$ cat src/rtl/instant_buffer_ctrl.sv
// Sequencing controller for a windowed circular register buffer.
// Optional stall counter port enabled by INSTANT_BUFFER_CTRL_STATS_EN.
module instant_buffer_ctrl #(
  parameter int SIZE       = 8,
  parameter int WRITE_SIZE = 2,
  parameter int READ_SIZE  = 2,
  parameter int STRIDE     = 1
) (
  input  logic                           clk,
  input  logic                           rst,
  input  logic                           start,
  input  logic                           flush,
  input  logic                           in_valid,
  input  logic                           in_last,
  output logic                           in_ready,
  output logic                           out_valid,
  input  logic                           out_ready,
  output logic [$clog2(READ_SIZE+1)-1:0] out_cnt,
  output logic                           write_en,
  output logic [$clog2(SIZE)-1:0]        write_addr,
  output logic [$clog2(SIZE)-1:0]        read_addr,
  output logic [$clog2(SIZE+1)-1:0]      count,
  output logic                           busy,
  output logic                           done
`ifdef INSTANT_BUFFER_CTRL_STATS_EN
  ,
  output logic [15:0]                    stall_cycles
`endif
);

  localparam int AW = $clog2(SIZE);
  localparam int CW = $clog2(SIZE+1);
  localparam int OW = $clog2(READ_SIZE+1);

  localparam logic [CW-1:0] SIZE_C = CW'(SIZE);
  localparam logic [CW-1:0] WR_C   = CW'(WRITE_SIZE);
  localparam logic [CW-1:0] RD_C   = CW'(READ_SIZE);
  localparam logic [CW-1:0] ST_C   = CW'(STRIDE);
  localparam logic [AW-1:0] WR_A   = AW'(WRITE_SIZE);

  typedef enum logic [1:0] {
    IDLE  = 2'd0,
    RUN   = 2'd1,
    DRAIN = 2'd2
  } state_e;

  state_e        state_q, state_d;
  logic [AW-1:0] waddr_q, waddr_d;
  logic [AW-1:0] raddr_q, raddr_d;
  logic [CW-1:0] count_q, count_d;
  logic          done_q, done_d;
  logic          pop;
  logic [CW-1:0] rel;

`ifdef INSTANT_BUFFER_CTRL_STATS_EN
  logic [15:0]   stall_q, stall_d;
`endif

  // Handshake, window and status outputs from registered state.
  always_comb begin
    in_ready  = (state_q == RUN) &&
                ((SIZE_C - count_q) >= WR_C);
    write_en  = in_valid && in_ready && !flush;
    out_valid = ((state_q == RUN) && (count_q >= RD_C)) ||
                ((state_q == DRAIN) && (count_q != '0));
    pop       = out_valid && out_ready && !flush;
    rel       = '0;
    if (pop) begin
      rel = (count_q < ST_C) ? count_q : ST_C;
    end
    if (count_q < RD_C) begin
      out_cnt = OW'(count_q);
    end else begin
      out_cnt = OW'(READ_SIZE);
    end
    write_addr = waddr_q;
    read_addr  = raddr_q;
    count      = count_q;
    busy       = (state_q != IDLE);
    done       = done_q;
  end

  // Next state, pointers and occupancy; flush overrides everything.
  always_comb begin
    state_d = state_q;
    waddr_d = waddr_q;
    raddr_d = raddr_q;
    count_d = count_q;
    done_d  = 1'b0;
    if (write_en) begin
      waddr_d = waddr_q + WR_A;
    end
    if (pop) begin
      raddr_d = raddr_q + rel[AW-1:0];
    end
    count_d = count_q + (write_en ? WR_C : '0) - rel;
    unique case (state_q)
      IDLE: begin
        if (start) begin
          state_d = RUN;
        end
      end
      RUN: begin
        if (write_en && in_last) begin
          state_d = DRAIN;
        end
      end
      DRAIN: begin
        if (pop && (count_d == '0)) begin
          state_d = IDLE;
          done_d  = 1'b1;
          waddr_d = '0;
          raddr_d = '0;
        end
      end
      default: begin
        state_d = IDLE;
      end
    endcase
    if (flush && (state_q != IDLE)) begin
      state_d = IDLE;
      waddr_d = '0;
      raddr_d = '0;
      count_d = '0;
      done_d  = 1'b0;
    end
  end

`ifdef INSTANT_BUFFER_CTRL_STATS_EN
  // Saturating count of producer stalls while running.
  always_comb begin
    stall_d = stall_q;
    if ((state_q == IDLE) && start) begin
      stall_d = '0;
    end else if ((state_q == RUN) && in_valid &&
                 !in_ready && (stall_q != 16'hFFFF)) begin
      stall_d = stall_q + 16'd1;
    end
    stall_cycles = stall_q;
  end
`endif

  // State registers with synchronous active-low reset.
  always_ff @(posedge clk) begin
    if (!rst) begin
      state_q <= IDLE;
      waddr_q <= '0;
      raddr_q <= '0;
      count_q <= '0;
      done_q  <= 1'b0;
`ifdef INSTANT_BUFFER_CTRL_STATS_EN
      stall_q <= '0;
`endif
    end else begin
      state_q <= state_d;
      waddr_q <= waddr_d;
      raddr_q <= raddr_d;
      count_q <= count_d;
      done_q  <= done_d;
`ifdef INSTANT_BUFFER_CTRL_STATS_EN
      stall_q <= stall_d;
`endif
    end
  end

endmodule

$ cat config.mk
export PLATFORM = sky130hd
export DESIGN_NAME = instant_buffer_ctrl
export DESIGN_NICKNAME = d
export VERILOG_FILES = /design/src/rtl/instant_buffer_ctrl.sv
export SDC_FILE = /design/constraint.sdc
export NUM_CORES = 1
export LEC_CHECK = 0
export ABC_AREA = 0
export BUFFER_PORTS_ARGS = -buffer_cell sky130_fd_sc_hd__buf_2
export CAP_MARGIN = 20
export CORE_UTILIZATION = 53
export DETAILED_ROUTE_END_ITERATION = 10
export GPL_TIMING_DRIVEN = 0
export HOLD_SLACK_MARGIN = 0.06
export PLACE_DENSITY = 0.81
export REMOVE_ABC_BUFFERS = 1
export SETUP_SLACK_MARGIN = 0.02
export SYNTH_ARGS = -nofsm -noshare
export SYNTH_HDL_FRONTEND = slang
export SYNTH_SLANG_ARGS = --single-unit
$ cat constraint.sdc
create_clock -name clk -period 8.09 [get_ports clk]
set_clock_uncertainty 0.1 [all_clocks]
set_input_delay 1.2135 -clock clk [delete_from_list [all_inputs] [get_ports clk]]
set_output_delay 1.2135 -clock clk [all_outputs]
set_load 0.02 [all_outputs]
=== Yosys cells after proc, flatten, opt, wreduce, memory -nomap -nowiden ===
Cells that the tools add are included.

* Add/subtract/negate cells: 5
* $lt $le $gt $ge: 4
* Reductions and logical operators: 19
* Muxes and demuxes: 15
* Bitwise operators: 2
* Eq/ne operators: 5

{| class="wikitable"
|+ Operator list
! cell !! number
|-
| 2-to-1 mux 3 bit || 6
|-
| logical AND 1 bit || 10
|-
| 2-to-1 mux 2 bit || 5
|-
| greater-or-equal comparator 4 x 2 -> 1 bit, second input constant || 2
|-
| 2-to-1 mux 4 bit || 2
|-
| case mux 2 bit (3 select lines) || 1
|-
| adder 4 x 2 -> 4 bit || 1
|-
| zero test 4 bit || 1
|-
| less-than comparator 4 x 1 -> 1 bit, second input constant || 1
|-
| less-than comparator 4 x 2 -> 1 bit, second input constant || 1
|-
| inequality test 2 x 1 -> 1 bit, second input constant || 2
|-
| nonzero test 4 bit || 1
|-
| subtractor 4 bit || 1
|-
| subtractor 4 bit, first input constant || 1
|-
| adder 3 x 2 -> 3 bit, second input constant || 1
|-
| adder 3 bit || 1
|-
| AND reduction 3 bit || 1
|-
| OR reduction 3 bit || 1
|-
| equality test 2 x 1 -> 1 bit, second input constant || 1
|-
| equality test 2 bit, second input constant || 1
|-
| zero test 2 bit || 1
|-
| inequality test 2 bit, second input constant || 1
|-
| NOT 1 bit || 2
|-
| nonzero test 2 bit || 1
|-
| other kinds (4) || 4
|}

* Output and inout port bits: 17
* Register bits after elaboration: 13

=== Logic depth before layout (Yosys ltp) ===
* Depth in word-level cells: 12
* Gate-level depth with buffers: 13
* Gate-level depth less buffers: 13

=== Worst setup path after synthesis ===
No wires, ideal clock.

* Path kind: input-to-reg
* From: input in_valid
* To: register waddr_q[1], in the netlist write_addr[1]
* Data required time: 7.844 ns
* Arrival: 3.695 ns
* Path buffers: 0
* Path slack: 4.150 ns
* Stages on the path: 10
* Cells stage by stage: nor2b_1 nand2b_1 a21oi_1 fa_1 ha_1 fa_1 xor2_1 nand3_1 o211ai_1 mux2i_1

* Word-level cells in the longest chain between the ends: 9
* Elaborated cells on any way between the ends: 10

{| class="wikitable"
|+ Ends and longest elaborated chain
! element !! line !! text
|-
| from (decl) || 13 || <nowiki>input logic in_valid,</nowiki>
|-
| logical AND 1 bit * (2 in a row) || 63 || <nowiki>write_en = in_valid && in_ready && !flush;</nowiki>
|-
| via write_en || 19 || <nowiki>output logic write_en,</nowiki>
|-
| 2-to-1 mux 2 bit || 96 || <nowiki>count_d = count_q + (write_en ? WR_C : '0) - rel;</nowiki>
|-
| adder 4 x 2 -> 4 bit || 96 ||
|-
| subtractor 4 bit || 96 ||
|-
| zero test 4 bit || 109 || <nowiki>if (pop && (count_d == '0)) begin</nowiki>
|-
| logical AND 1 bit || 109 ||
|-
| 2-to-1 mux 3 bit || 109 ||
|-
| 2-to-1 mux 3 bit * || 97 || <nowiki>unique case (state_q)</nowiki>
|-
| to (signal assigned) || 156 || <nowiki>waddr_q <= waddr_d;</nowiki>
|-
| to (decl) || 48 || <nowiki>logic [AW-1:0] waddr_q, waddr_d;</nowiki>
|}

Mark *: on every way through the listed nets, which the timed path passes. The rest lies on a longest branch.
A chain may end at the register's enable or synchronous reset.

=== Final worst setup path ===
* From: input flush
* To: register raddr_q[2], in the netlist read_addr[2]

* Word-level cells in the longest chain between the ends: 9
* Elaborated cells on any way between the ends: 15

{| class="wikitable"
|+ Ends and longest elaborated chain
! element !! line !! text
|-
| from (decl) || 12 || <nowiki>input logic flush,</nowiki>
|-
| zero test 1 bit || 63, 66 ||
|-
| logical AND 1 bit || 63 ||
|-
| 2-to-1 mux 2 bit || 96 ||
|-
| adder 4 x 2 -> 4 bit || 96 ||
|-
| subtractor 4 bit || 96 ||
|-
| zero test 4 bit || 109 ||
|-
| logical AND 1 bit || 109 ||
|-
| 2-to-1 mux 3 bit || 109 ||
|-
| 2-to-1 mux 3 bit || 97 ||
|-
| to (signal assigned) || 157 || <nowiki>raddr_q <= raddr_d;</nowiki>
|-
| to (decl) || 49 || <nowiki>logic [AW-1:0] raddr_q, raddr_d;</nowiki>
|}

Parallel ways exist; a longest one is shown, timed or not.

==> summary.md <==
| Metric | Value |
|---|---|
| Status | complete, no violations |
| Final layout net count | 137 |
| Drt total wl | 1610 um |
| Post-synthesis sequential area ratio | 29.0% |
| Core region area | 1380 um^2 |
| Clock transition at path regs | 0.07 ns |
| Worst Path Arrival | 4.08 ns |
| Period minus WS final | 4.02 ns |
| CP Capture Type | register |
| Number of global-route vias before repair | 639 |
| Routability cong. | 0.759 |
| Req. time, crit path | 8.15 ns |
| Die Height | 41.5 um |
| Layout cell share with drive strength beyond 1 | 25.4% |
| Via density | 5.55 |
| Most frequent cells in the layout | 22 x buf_2, 12 x dfxtp_1, 9 x inv_1, 8 x nor2_1, 7 x ha_1 |
| Clk_lat worst skew | 0.27 ns |
| Pre-CTS WS | 3.78 ns |
| RSZ-0062 raised after global routing | no |
| Number of synthesis warnings | 0 |
| Fmax | 249 MHz |
| Largest cells by area after synthesis | dfxtp_1 29%, ha_1 11%, fa_1 7.3% |
| Pre-antenna DRT Iters | 4 |
| Clk buf depth | 2 |
| DRC | 0 |
| Setup Fix Bufs, Post-CTS | 0 |
| Power Dens Cells | 227 nW/um^2 |
| CTS resizes | 0 |
| Seq cells post-synth | 12 |
| Area delta synth->final | 17.4% |
| CP Max Fanout | 8 |
| DRT iter0 DRCs | 8 |
| Critical path class | input pin to register |
| Final Setup Violations | 0 |
| Fillcell total | 113 |
| Die area | 1720 um^2 |
| Util after Layout | 70.2% |
| Min-Delay Path Class | register to register |
| Slew Viols, Final | 0 |
| Placed instance count | 130 |
| Total gr overflow | 0 |
| Hpwl dp | 1310 um |
| Startpoint types | input pin |
| Maxcap violations | 0 |
| Final Power | 220 uW |
| TritonCTS Sinks | 12 |
| Share of flip-flops with an asynchronous set or reset | 0% |
| Sum of negative setup slack | 0 ns |
| Worst VDD drop | 0.166 mV |
| Fin. Hold Viols | 0 |
| Largest net degree at the start of global routing | 10 |
| Routed Antenna Nets | 0 |
| Register area | 240 um^2 |
| Starting Density | 59.8% |
| Leak | 0.464 nW |
| Avg Cell Area, Syn | 8.80 um^2 |
| WL per Instance | 12.1 um |
| R2R Setup Slk | 4.38 ns |
| Hold-fix buffers, CTS | 0 |
| Initial antenna violation count | 0 |
| Post-synth EDFFs | 0 |
| Clk root buf | clkbuf_4 |
| Synth cell types | 32 |
| Post-Syn Area | 827 um^2 |
| Antenna Cells | 0 |
| Top_reg_cell synth | dfxtp_1 |
| Commonest non-fill, non-tap cell in the layout | buf_2 |
| CTS tree | done |
| Period Utilization, post-route | 49.7% |
| Vias | 738 |
| Tot GR Track Use | 19.8% |
| I/O Pins | 24 |
| CTS H-tree depth | 1 |
| Synth top area share | 29.0% |
| First-pass GRT wire length | 2670 um |
| IO buf count | 22 |
| Footprint of the multi-input gates | 546 um^2 |
| Synth area leader | dfxtp_1 |
| Worst setup margin | 4.07 ns |
| Cells after Synth | 94 |
| Die Span X | 41.5 um |
| Num rows | 13 |
| Non-filler cells, final | 133 |
| Number of CTS-inserted buffers | 3 |
## per-stage QoR
step,hold slack [ns],instance area [um^2]
final,0.402,971
after global routing,0.431,971
after detailed placement,0.403,948
after floorplan,0.404,820
after CTS,0.413,971
after global placement,0.364,948
## where the power goes
group	leakage, nW	switching (mW)	total, mW	internal [mW]
Sequential	0.0973	0.00665	0.0706	0.0639
Combinational	0.352	0.0735	0.113	0.0395
Clock	0.0138	0.0192	0.0365	0.0173
## registers in the layout, indices dropped and copies added (netlist names)
name	count
count	4
done	1
read_addr	3
state_q	2
write_addr	2
## worst max-delay path: stages
cell and delay [ns]:
buf_2 0.12, nand4bb_1 0.20, a2bb2oi_2 0.23, or3_1 0.37
fa_1 0.46, ha_1 0.23, fa_1 0.38, xor2_1 0.22
nand3_1 0.27, o21ai_1 0.30, a21oi_1 0.07
## final cells by class
| cell class | count | area share [%] |
|---|---|---|
| tap | 15 | 1.93 |
| timing repair buffer | 22 | 11.3 |
| inverter | 9 | 3.48 |
| multi-input combinational | 72 | 56.2 |
| sequential | 12 | 24.7 |
| clock buffer | 3 | 2.32 |
## final timing paths
check                                  start            to  cells past startpoint
worst min register to register  read_addr[2]  read_addr[2]                      2
worst max-delay path                   flush  read_addr[2]                     11
worst min-delay path            read_addr[2]  read_addr[2]                      2
worst max register to register      count[1]  read_addr[2]                     12
## kinds of logic (layout without fill, tap and decap cells)
| kind of cell | count (synthesis) | count (layout) | share of synthesized area, % |
|---|---|---|---|
| adders and majority gates | 10 | 10 | 17.9 |
| and+or+nand+nor | 35 | 35 | 24.1 |
| muxes | 4 | 4 | 4.84 |
| AOI/OAI and AO/OA | 18 | 18 | 14.5 |
| xor gates and xnor gates | 4 | 4 | 4.24 |
| buffers and inverters | 10 | 34 | 4.99 |
| DFF | 12 | 12 | 29.0 |
| other | 1 | 1 | 0.453 |
## cell usage after synthesis, drive strengths merged (2+ instances only)
cell type and instances:
nand2 6, mux2i 4, nor3 2, inv 9
nor2 8, or3 2, nand3 3, nor2b 2
ha 7, xnor2 2, xor2 2, fa 3
o21ai 5, o211ai 4, nand2b 3, a21oi 5
nor4 2, dfxtp 12, and3 2
## layer usage
| layer | global-route usage, % | part of all wire, % | routed length, um |
|---|---|---|---|
| met4 | 5.81 | 1.3 | 21 |
| met1 | 25.7 | 45 | 727 |
| met2 | 31.6 | 48 | 775 |
| met5 | 0 | 0 | 0 |
| met3 | 6.09 | 5.5 | 88 |
(Power assumes the default switching activity.)
